### src/rtl/instr_fetch_seq.sv
// -----------------------------------------------------------------------------
// instr_fetch_seq
//
// Instruction fetch sequencer. It owns the program counter, fetches one 16-bit
// instruction at a time from instruction memory over a req/valid handshake, and
// presents each instruction to the control unit's decoder. The decoder's branch,
// self-instruction and end-of-program outputs choose the next instruction.
// There is no prefetch: a new fetch starts only once the presented instruction
// has been committed.
//
// Parameters
//   ADDR_W    width of the PC and of the instruction memory address
//             (must be at least 12 so the branch offset fits)
//   RESET_PC  address of the first instruction fetched after reset
//
// Ports
//   clk_i            clock, rising edge
//   rst_i            asynchronous reset, active high
//   imem_req_o       fetch request, held until imem_valid_i
//   imem_addr_o      fetch address, stable while imem_req_o is high
//   imem_rdata_i     fetched instruction, sampled when imem_valid_i is high
//   imem_valid_i     fetch data valid (ignored outside FETCH)
//   instr_o          instruction presented to the decoder
//   cu_input_en_o    instr_o valid / decoder enable
//   pc_o             address of the instruction on instr_o
//   stall_i          datapath busy; the presented instruction is not committed
//   branch_i         decoder branch decision for the presented instruction
//   branch_off_i     signed halfword branch offset
//   self_instr_en_i  decoder requests injection of self_instr_i
//   self_instr_i     instruction to inject
//   end_program_i    decoder end-of-program flag
//   halted_o         sequencer halted (left only through reset)
// -----------------------------------------------------------------------------
module instr_fetch_seq #(
   parameter int unsigned       ADDR_W   = 16,
   parameter logic [ADDR_W-1:0] RESET_PC = '0
) (
   input  logic              clk_i,
   input  logic              rst_i,
   output logic              imem_req_o,
   output logic [ADDR_W-1:0] imem_addr_o,
   input  logic [15:0]       imem_rdata_i,
   input  logic              imem_valid_i,
   output logic [15:0]       instr_o,
   output logic              cu_input_en_o,
   output logic [ADDR_W-1:0] pc_o,
   input  logic              stall_i,
   input  logic              branch_i,
   input  logic [11:0]       branch_off_i,
   input  logic              self_instr_en_i,
   input  logic [15:0]       self_instr_i,
   input  logic              end_program_i,
   output logic              halted_o
);

   localparam logic [2:0] ST_IDLE   = 3'd0;
   localparam logic [2:0] ST_FETCH  = 3'd1;
   localparam logic [2:0] ST_ISSUE  = 3'd2;
   localparam logic [2:0] ST_INJECT = 3'd3;
   localparam logic [2:0] ST_HALT   = 3'd4;

   logic [2:0]        state_q, state_d;
   logic [ADDR_W-1:0] pc_q, pc_d;
   logic [15:0]       instr_q, instr_d;

   logic              presenting;
   logic              commit;
   logic [ADDR_W-1:0] off_ext;
   logic [ADDR_W-1:0] br_target;
   logic [ADDR_W-1:0] seq_next;

   assign presenting = (state_q == ST_ISSUE) || (state_q == ST_INJECT);
   assign commit     = presenting && !stall_i;

   // Sign-extend the halfword offset to the PC width, then scale to bytes.
   // The target is relative to the address after the next instruction.
   assign off_ext   = ADDR_W'(signed'(branch_off_i));
   assign br_target = pc_q + ADDR_W'(4) + (off_ext << 1);
   assign seq_next  = pc_q + ADDR_W'(2);

   always_comb begin
      state_d = state_q;
      pc_d    = pc_q;
      instr_d = instr_q;

      case (state_q)
         ST_IDLE: begin
            state_d = ST_FETCH;
            pc_d    = RESET_PC;
         end

         ST_FETCH: begin
            if (imem_valid_i) begin
               instr_d = imem_rdata_i;
               state_d = ST_ISSUE;
            end
         end

         ST_ISSUE, ST_INJECT: begin
            // While stalled everything holds and decoder inputs are ignored.
            if (commit) begin
               if (end_program_i) begin
                  state_d = ST_HALT;
               end else if (branch_i) begin
                  pc_d    = br_target;
                  state_d = ST_FETCH;
               end else if (self_instr_en_i) begin
                  // PC stays at the parent so the following fetch is parent+2,
                  // and chained injections keep the same parent address.
                  instr_d = self_instr_i;
                  state_d = ST_INJECT;
               end else begin
                  pc_d    = seq_next;
                  state_d = ST_FETCH;
               end
            end
         end

         ST_HALT: begin
            state_d = ST_HALT;
         end

         default: begin
            state_d = ST_IDLE;
            pc_d    = RESET_PC;
         end
      endcase
   end

   always_ff @(posedge clk_i or posedge rst_i) begin
      if (rst_i) begin
         state_q <= ST_IDLE;
         pc_q    <= RESET_PC;
         instr_q <= 16'h0000;
      end else begin
         state_q <= state_d;
         pc_q    <= pc_d;
         instr_q <= instr_d;
      end
   end

   // Request and decoder enable come from mutually exclusive states, so they
   // can never be high together.
   assign imem_req_o    = (state_q == ST_FETCH);
   assign imem_addr_o   = pc_q;
   assign instr_o       = instr_q;
   assign cu_input_en_o = presenting;
   assign pc_o          = pc_q;
   assign halted_o      = (state_q == ST_HALT);

endmodule

### config.mk
export PLATFORM = sky130hd
export DESIGN_NAME = instr_fetch_seq
export DESIGN_NICKNAME = d
export VERILOG_FILES = /design/src/rtl/instr_fetch_seq.sv
export SDC_FILE = /design/constraint.sdc
export NUM_CORES = 1
export LEC_CHECK = 0
export BUFFER_PORTS_ARGS = -buffer_cell sky130_fd_sc_hd__clkbuf_2
export CORE_MARGIN = 2
export CORE_UTILIZATION = 52
export CTS_BUF_LIST = sky130_fd_sc_hd__clkbuf_8
export DETAILED_ROUTE_END_ITERATION = 6
export PLACE_DENSITY = 0.83
export SKIP_CTS_REPAIR_TIMING = 1
export SLEW_MARGIN = 40
export SYNTH_ARGS = -nofsm -noshare
export SYNTH_HDL_FRONTEND = slang
export SYNTH_SLANG_ARGS = --single-unit
### constraint.sdc
create_clock -name clk_i -period 3.2 [get_ports clk_i]
set_clock_uncertainty 0.2 [all_clocks]
set_input_delay 0.48 -clock clk_i [delete_from_list [all_inputs] [get_ports clk_i]]
set_output_delay 0.48 -clock clk_i [all_outputs]
set_load 0.02 [all_outputs]
==> impl_results.md, run 1 <==
- Status: finished, final reports clean
- CP required: 3.18 ns
- P per Cell Area: 710 mW/mm²
- Final TNS setup: 0 ns
- Cell-internal power: 1330 µW
- Sw Ratio: 0.456
- Clock share of power: 0.167
- Starting DRT DRC Count: 146
- DIE HEIGHT: 77.3 µm
- Power share of the combinational group: 0.552
- Fin. max-slew vios: 0
- CTS Root Cell: clkbuf_8
- H-tree levels: 2
- CP Class: reg2reg
- GRT Util Overall: 0.248
- Maximum number of pins on one net before global-route repair: 35
- Fraction of layout cells with a size suffix above 1: 0.302
- Synth top area share: 0.305
- Critical Path Start Type: flip-flop
- #FFs+latches synth: 34
- Dominant synthesized flop cell: dfrtp_1
- Worst skew pair latency: 0.29 ns
- Post-layout min period: 2.85 ns
- Remaining global-route overflow: 0
- Post-synth top area cell: dfrtp_1
- Sequential-to-total area share from yosys stat: 0.305
- Leakage: 0.00181 µW
- 1st-pass router iterations: 4
- First-pass GRT wire length: 12,000 µm
- PortBufs: 99
- Worst hold path type: in2async
- CP Capture Type: flip-flop
- Synth cell types: 50
- Achievable clock frequency: 0.351 GHz
- Main area contributors after synthesis: dfrtp_1 (30%), ha_1 (13%), nand2_1 (7.7%), buf_4 (4.6%), a31oi_1 (4.0%)
- TritonCTS clock tree: done
- GRT met2 Usage: 0.436
- Cts bufs inserted: 5
- Drt wl/cell: 14.0 µm
- R2R depth: 8
- Clock sinks: 34
- ANT cells: 0
- DR vias/cell: 5.53
- Final worst-path cycle share: 0.891
- Clk buf depth: 2
- Synthesized area: 0.00279 mm²
- Initial antenna violation count: 0
- Die area: 0.00597 mm²
- Final ANT Viol Nets: 0
- Design area: 0.00343 mm²
- Final hold violation count: 0
- Total Wirelength: 7030 µm
- Cell Rows: 26
- Yosys warnings: 0
- Clock edge transition at the registers on the reported setup and hold paths: 0.07 ns
- Final nets: 511
- M1 GR Usage: 0.300
- GR Util met3: 0.0353
- Global route hottest layer: met2
- Post-synth EDFFs: 0
- Max IR drop VDD: 384 µV
- Syn Area/Cell: 8.28 µm²
- Worst EP arrival: 2.83 ns
- Area Overhead vs Synth: 23.0%
- DP Area: 0.00332 mm²
- Post-detail-place hpwl: 5510 µm
- Most frequent cell after synthesis: nand2_1
- Core Area: 0.00514 mm²
- GP Congestion: 0.913
- Final setup vio count: 0
- Max Cap Viol: 0
- Register-to-register path setup slack: 0.35 ns
- Unrepaired setup endpoints after global routing: no
- Synth Instances: 337
- Part of the power in registers: 0.280
- Crit Path Max Fanout: 3
- Ports: 102
- Starting Density: 0.543
- Via count: 2,770
- Net Sw Power: 1110 µW
- Commonest cells post-synth: nand2_1 (57), dfrtp_1 (34), ha_1 (28), nor2_1 (27), a31oi_1 (18)
- Vias in the first global route: 2,674
- Post-route DRC: 0
- Post-synth ARST share: 1.00
- Die Width: 77.3 µm
[critical path, cell delays in order, from the launching register on]
cell and delay (ns):
dfrtp_1 0.40, ha_1 0.33, ha_1 0.31, a21oi_1 0.25, o211ai_2 0.19, nor4b_4 0.17
or4_4 0.48, a41o_1 0.24, a21o_1 0.17
[logic make-up after synthesis]
| logic type | after synthesis | share of synthesized area |
|---|---|---|
| AOI/OAI and AO/OA | 89 | 0.210 |
| xor gates and xnor gates | 21 | 0.0659 |
| adders and majority gates | 29 | 0.133 |
| buffers and inverters | 43 | 0.0838 |
| DFF | 34 | 0.305 |
| muxes | 2 | 0.00718 |
| other | 1 | 0.00134 |
| and+or+nand+nor | 118 | 0.194 |
[state kept, by name (all words and copies together) (netlist names)]
register     count
state_q          3
instr_o         16
imem_addr_o     15
[cells in the final DEF, fill, tap and decap left out, drive strengths merged, types with 3 or more instances in the layout]
master,synthesis,layout
inv,13,13
ha,28,28
nand2,57,57
buf,20,16
and3,5,5
nand2b,4,4
nor3b,3,3
a31oi,18,18
o211ai,3,3
nor2,27,27
a22oi,3,3
nand4,3,3
a21o,5,5
xor2,9,9
a21oi,15,15
dfrtp,34,34
clkbuf,9,105
o21a,3,3
o21ai,23,23
xnor2,12,12
nand3,8,8
nor2b,5,5
o21bai,3,3
[per-stage QoR]
stage / utilization / total power (µW) / cells / hold slack, ns / worst slack (ns)
after global routing: 0.668 / 2640 / 501 / 0.122 / 0.111
after floorplan: - / 1650 / 338 / 0.298 / 0.384
after CTS: 0.668 / 2450 / 501 / 0.0846 / 0.338
final: 0.668 / 2440 / 501 / 0.0631 / 0.348
after global placement: 0.646 / 2010 / 494 / 0.330 / 0.281
after detailed placement: 0.646 / 2050 / 494 / 0.340 / 0.213
[metal layers]
metal,share of wire,vias up
li1,-,1359
met5,0,-
met4,0.026,0
met1,0.41,1284
met2,0.51,111
met3,0.052,16
[final timing paths]
path	endpoint	start
max	imem_addr_o[15]	imem_addr_o[3]
min	instr_o[8]	rst_i
max reg2reg	imem_addr_o[15]	imem_addr_o[3]
min reg2reg	instr_o[15]	instr_o[15]
max in group asynchronous	imem_addr_o[14]	rst_i
min in group clk_i	state_q[0]	imem_valid_i
[layout make-up]
class,instances,area (µm²)
clock buffer,6,82.6
clock inverter,1,30.0
timing repair buffer,115,616
multi-input combinational,261,1710
tap,70,87.6
sequential,34,851
fill,463,1710
inverter,14,52.6
[power by group through the flow]
stage / registers, µW / logic (µW) / clock network [µW]
2_1_floorplan: 868 / 787 / 0
3_3_place_gp: 686 / 1330 / 0
3_5_place_dp: 694 / 1350 / 0
4_1_cts: 685 / 1360 / 413
5_1_grt: 709 / 1490 / 433
6_report: 684 / 1350 / 408
Power figures use the tool's default switching activity.
==> run 2: changes to the inputs <==
--- a/config.mk
+++ b/config.mk
@@ -7,10 +7,10 @@
 export LEC_CHECK = 0
 export BUFFER_PORTS_ARGS = -buffer_cell sky130_fd_sc_hd__clkbuf_2
 export CORE_MARGIN = 2
-export CORE_UTILIZATION = 52
+export CORE_UTILIZATION = 56
 export CTS_BUF_LIST = sky130_fd_sc_hd__clkbuf_8
 export DETAILED_ROUTE_END_ITERATION = 6
-export PLACE_DENSITY = 0.83
+export PLACE_DENSITY = 0.93
 export SKIP_CTS_REPAIR_TIMING = 1
 export SLEW_MARGIN = 40
 export SYNTH_ARGS = -nofsm -noshare
==> constraint.sdc (replaced) <==
create_clock -name clk_i -period 3.4 [get_ports clk_i]
set_clock_uncertainty 0.2 [all_clocks]
set_input_delay 0.51 -clock clk_i [delete_from_list [all_inputs] [get_ports clk_i]]
set_output_delay 0.51 -clock clk_i [all_outputs]
set_load 0.02 [all_outputs]
==> impl_results.md, run 2 (synthesis gave the netlist of run 1 again) <==
- Unrepaired setup endpoints after global routing: no (unchanged)
- Placed Cells: 483 (was 494)
- GRT met2 Usage: 0.487 (was 0.436)
- Final nets: 503 (was 511)
- Clock edge transition at the registers on the reported setup and hold paths: 0.07 ns (about the same)
- Crit Path Max Fanout: 7 (was 3)
- Leakage: 0.00176 µW (was 0.00181 µW)
- GR Util met3: 0.0379 (was 0.0353)
- Achievable clock frequency: 0.326 GHz (was 0.351 GHz)
- Initial antenna violation count: 0 (unchanged)
- Max Cap Viol: 0 (unchanged)
- GRT Util Overall: 0.272 (was 0.248)
- Post-route DRC: 0 (unchanged)
- Critical Path Start Type: flip-flop (unchanged)
- Final setup vio count: 0 (unchanged)
- Via count: 2,771 (was 2,770)
- Global route hottest layer: met2 (unchanged)
- Area Overhead vs Synth: 20.1% (was 23.0%)
- CP required: 3.38 ns (was 3.18 ns)
- Die Width: 74.6 µm (was 77.3 µm)
- Die area: 0.00556 mm² (was 0.00597 mm²)
- Fraction of layout cells with a size suffix above 1: 0.290 (was 0.302)
- Core Area: 0.00475 mm² (was 0.00514 mm²)
- Final hold violation count: 0 (unchanged)
- Worst EP arrival: 3.04 ns (was 2.83 ns)
- Post-detail-place hpwl: 5510 µm (about the same)
- CTS Root Cell: clkbuf_8 (unchanged)
- PortBufs: 99 (unchanged)
- Critical path, cell by cell: inv_1 > ha_1 > inv_1 > ha_1 > inv_1 > fa_1 > nor2b_1 > o31ai_1 > a211oi_1 > a221oi_1 > xor2_1 > o21ai_1 (was ha_1 > ha_1 > a21oi_1 > o211ai_2 > nor4b_4 > or4_4 > a41o_1 > a21o_1)
- Worst skew pair latency: 0.29 ns (about the same)
- Most common cell after layout, fill and taps aside: clkbuf_2 (unchanged)
- CP bufs+invs: 3 (was 0)
- Most frequent cells in the layout: clkbuf_2 (99), nand2_1 (57), dfrtp_1 (34), ha_1 (28), nor2_1 (27) (unchanged)
- Final Core Density: 0.705 (was 0.668)
- 1st-pass router iterations: 7 (was 4)
- Fin. max-slew vios: 0 (unchanged)
- Actual slew at the worst max-slew pin: 0.721 ns
- P per Cell Area: 663 mW/mm² (was 710 mW/mm²)
- Slowest cell on the critical path: dfrtp_1 (was or4_4)
- Worst hold path type: in2async (unchanged)
- TritonCTS clock tree: done (unchanged)
- Most frequent CP cell: inv_1 (was ha_1)
- H-tree levels: 2 (unchanged)
- DR vias/cell: 5.64 (was 5.53)
- Final std cells w/o fill: 491 (was 501)
- End of the worst register-to-register path: imem_addr_o[14] (was imem_addr_o[15])
- Top Family by Delay on Critical Path: compound AO/OA/AOI/OAI gates (unchanged)
- Slew HR: 0.519
- Final ANT Viol Nets: 0 (unchanged)
- Final worst-path cycle share: 0.901 (was 0.891)
- Clk buf depth: 2 (unchanged)
- Clock sinks: 34 (unchanged)
- CP Capture Type: flip-flop (unchanged)
- Register-to-register path setup slack: 0.34 ns (was 0.35 ns)
- Starting DRT DRC Count: 328 (was 146)
- M1 GR Usage: 0.337 (was 0.300)
- Status: finished, final reports clean (unchanged)
- Drt wl/cell: 14.4 µm (was 14.0 µm)
- Cell Rows: 25 (was 26)
- Max reg flops: 16 (unchanged)
- Tot Pwr: 2220 µW (was 2440 µW)
- Ports: 102 (unchanged)
- R2R depth: 12 (was 8)
- R2R Path Start: imem_addr_o[2] (was imem_addr_o[3])
- CP max stage delay: 0.46 ns (was 0.48 ns)
- Max IR drop VDD: 301 µV (was 384 µV)
- Total Wirelength: 7070 µm (was 7030 µm)
- Vias in the first global route: 2,628 (was 2,674)
- ANT cells: 0 (unchanged)
- GP Congestion: 0.927 (was 0.913)
- Post-layout min period: 3.06 ns (was 2.85 ns)
- Final TNS setup: 0 ns (unchanged)
- First-pass GRT wire length: 11,700 µm (was 12,000 µm)
- DIE HEIGHT: 74.6 µm (was 77.3 µm)
- CP Class: reg2reg (unchanged)
- Cts bufs inserted: 5 (unchanged)
- Remaining global-route overflow: 0 (unchanged)
- Maximum number of pins on one net before global-route repair: 35 (unchanged)
- Starting Density: 0.587 (was 0.543)
==> run 2: area by class of cell <==
class                           instances  area [µm²]
Clock buffer                            6        82.6
Inverter                               14        52.6
Fill cell                             393        1400
Multi-Input combinational cell        261        1710
Timing Repair Buffer                  107         556
Tap cell                               67        83.8
Clock inverter                          2        12.5
Sequential cell                        34         851
==> run 2: where the power goes <==
group          total [µW]  switching (µW)  internal [µW]
Clock                 320             158            163
Combinational        1230             779            452
Sequential            669             125            545
Total                2220            1060           1160
==> run 2: how the worst max path moves through the flow <==
stage | to | start | cells after the start | slack, ns
3_3_place_gp | imem_addr_o[15] | branch_off_i[11] | 9 | 0.47
3_5_place_dp | imem_addr_o[14] | branch_off_i[1] | 13 | 0.30
6_report | imem_addr_o[14] | imem_addr_o[2] | 12 | 0.34
2_1_floorplan | imem_addr_o[15] | imem_addr_o[12] | 9 | 0.58
5_1_grt | imem_addr_o[14] | imem_addr_o[2] | 12 | 0.10
4_1_cts | imem_addr_o[14] | imem_addr_o[2] | 12 | 0.34
==> run 2: tightest hold or removal path: stages <==
cell and delay, ns:
clkbuf_2 0.08, inv_1 0.04, buf_4 0.38
==> run 2: per-stage QoR <==
| stage | worst slack (ns) | hold slack, ns | area, µm² |
|---|---|---|---|
| 5_1_grt | 0.103 | 0.143 | 3350 |
| 3_3_place_gp | 0.467 | 0.330 | 3260 |
| 3_5_place_dp | 0.295 | 0.339 | 3260 |
| 6_report | 0.336 | 0.0930 | 3350 |
| 2_1_floorplan | 0.584 | 0.298 | 2790 |
| 4_1_cts | 0.344 | 0.107 | 3350 |
==> run 2: routing by layer <==
metal	share of wire	vias to the layer above	routed length, µm
met4	0.024	0	168
li1	-	1342	-
met2	0.52	134	3650
met3	0.069	23	487
met5	0	-	0
met1	0.39	1272	2760
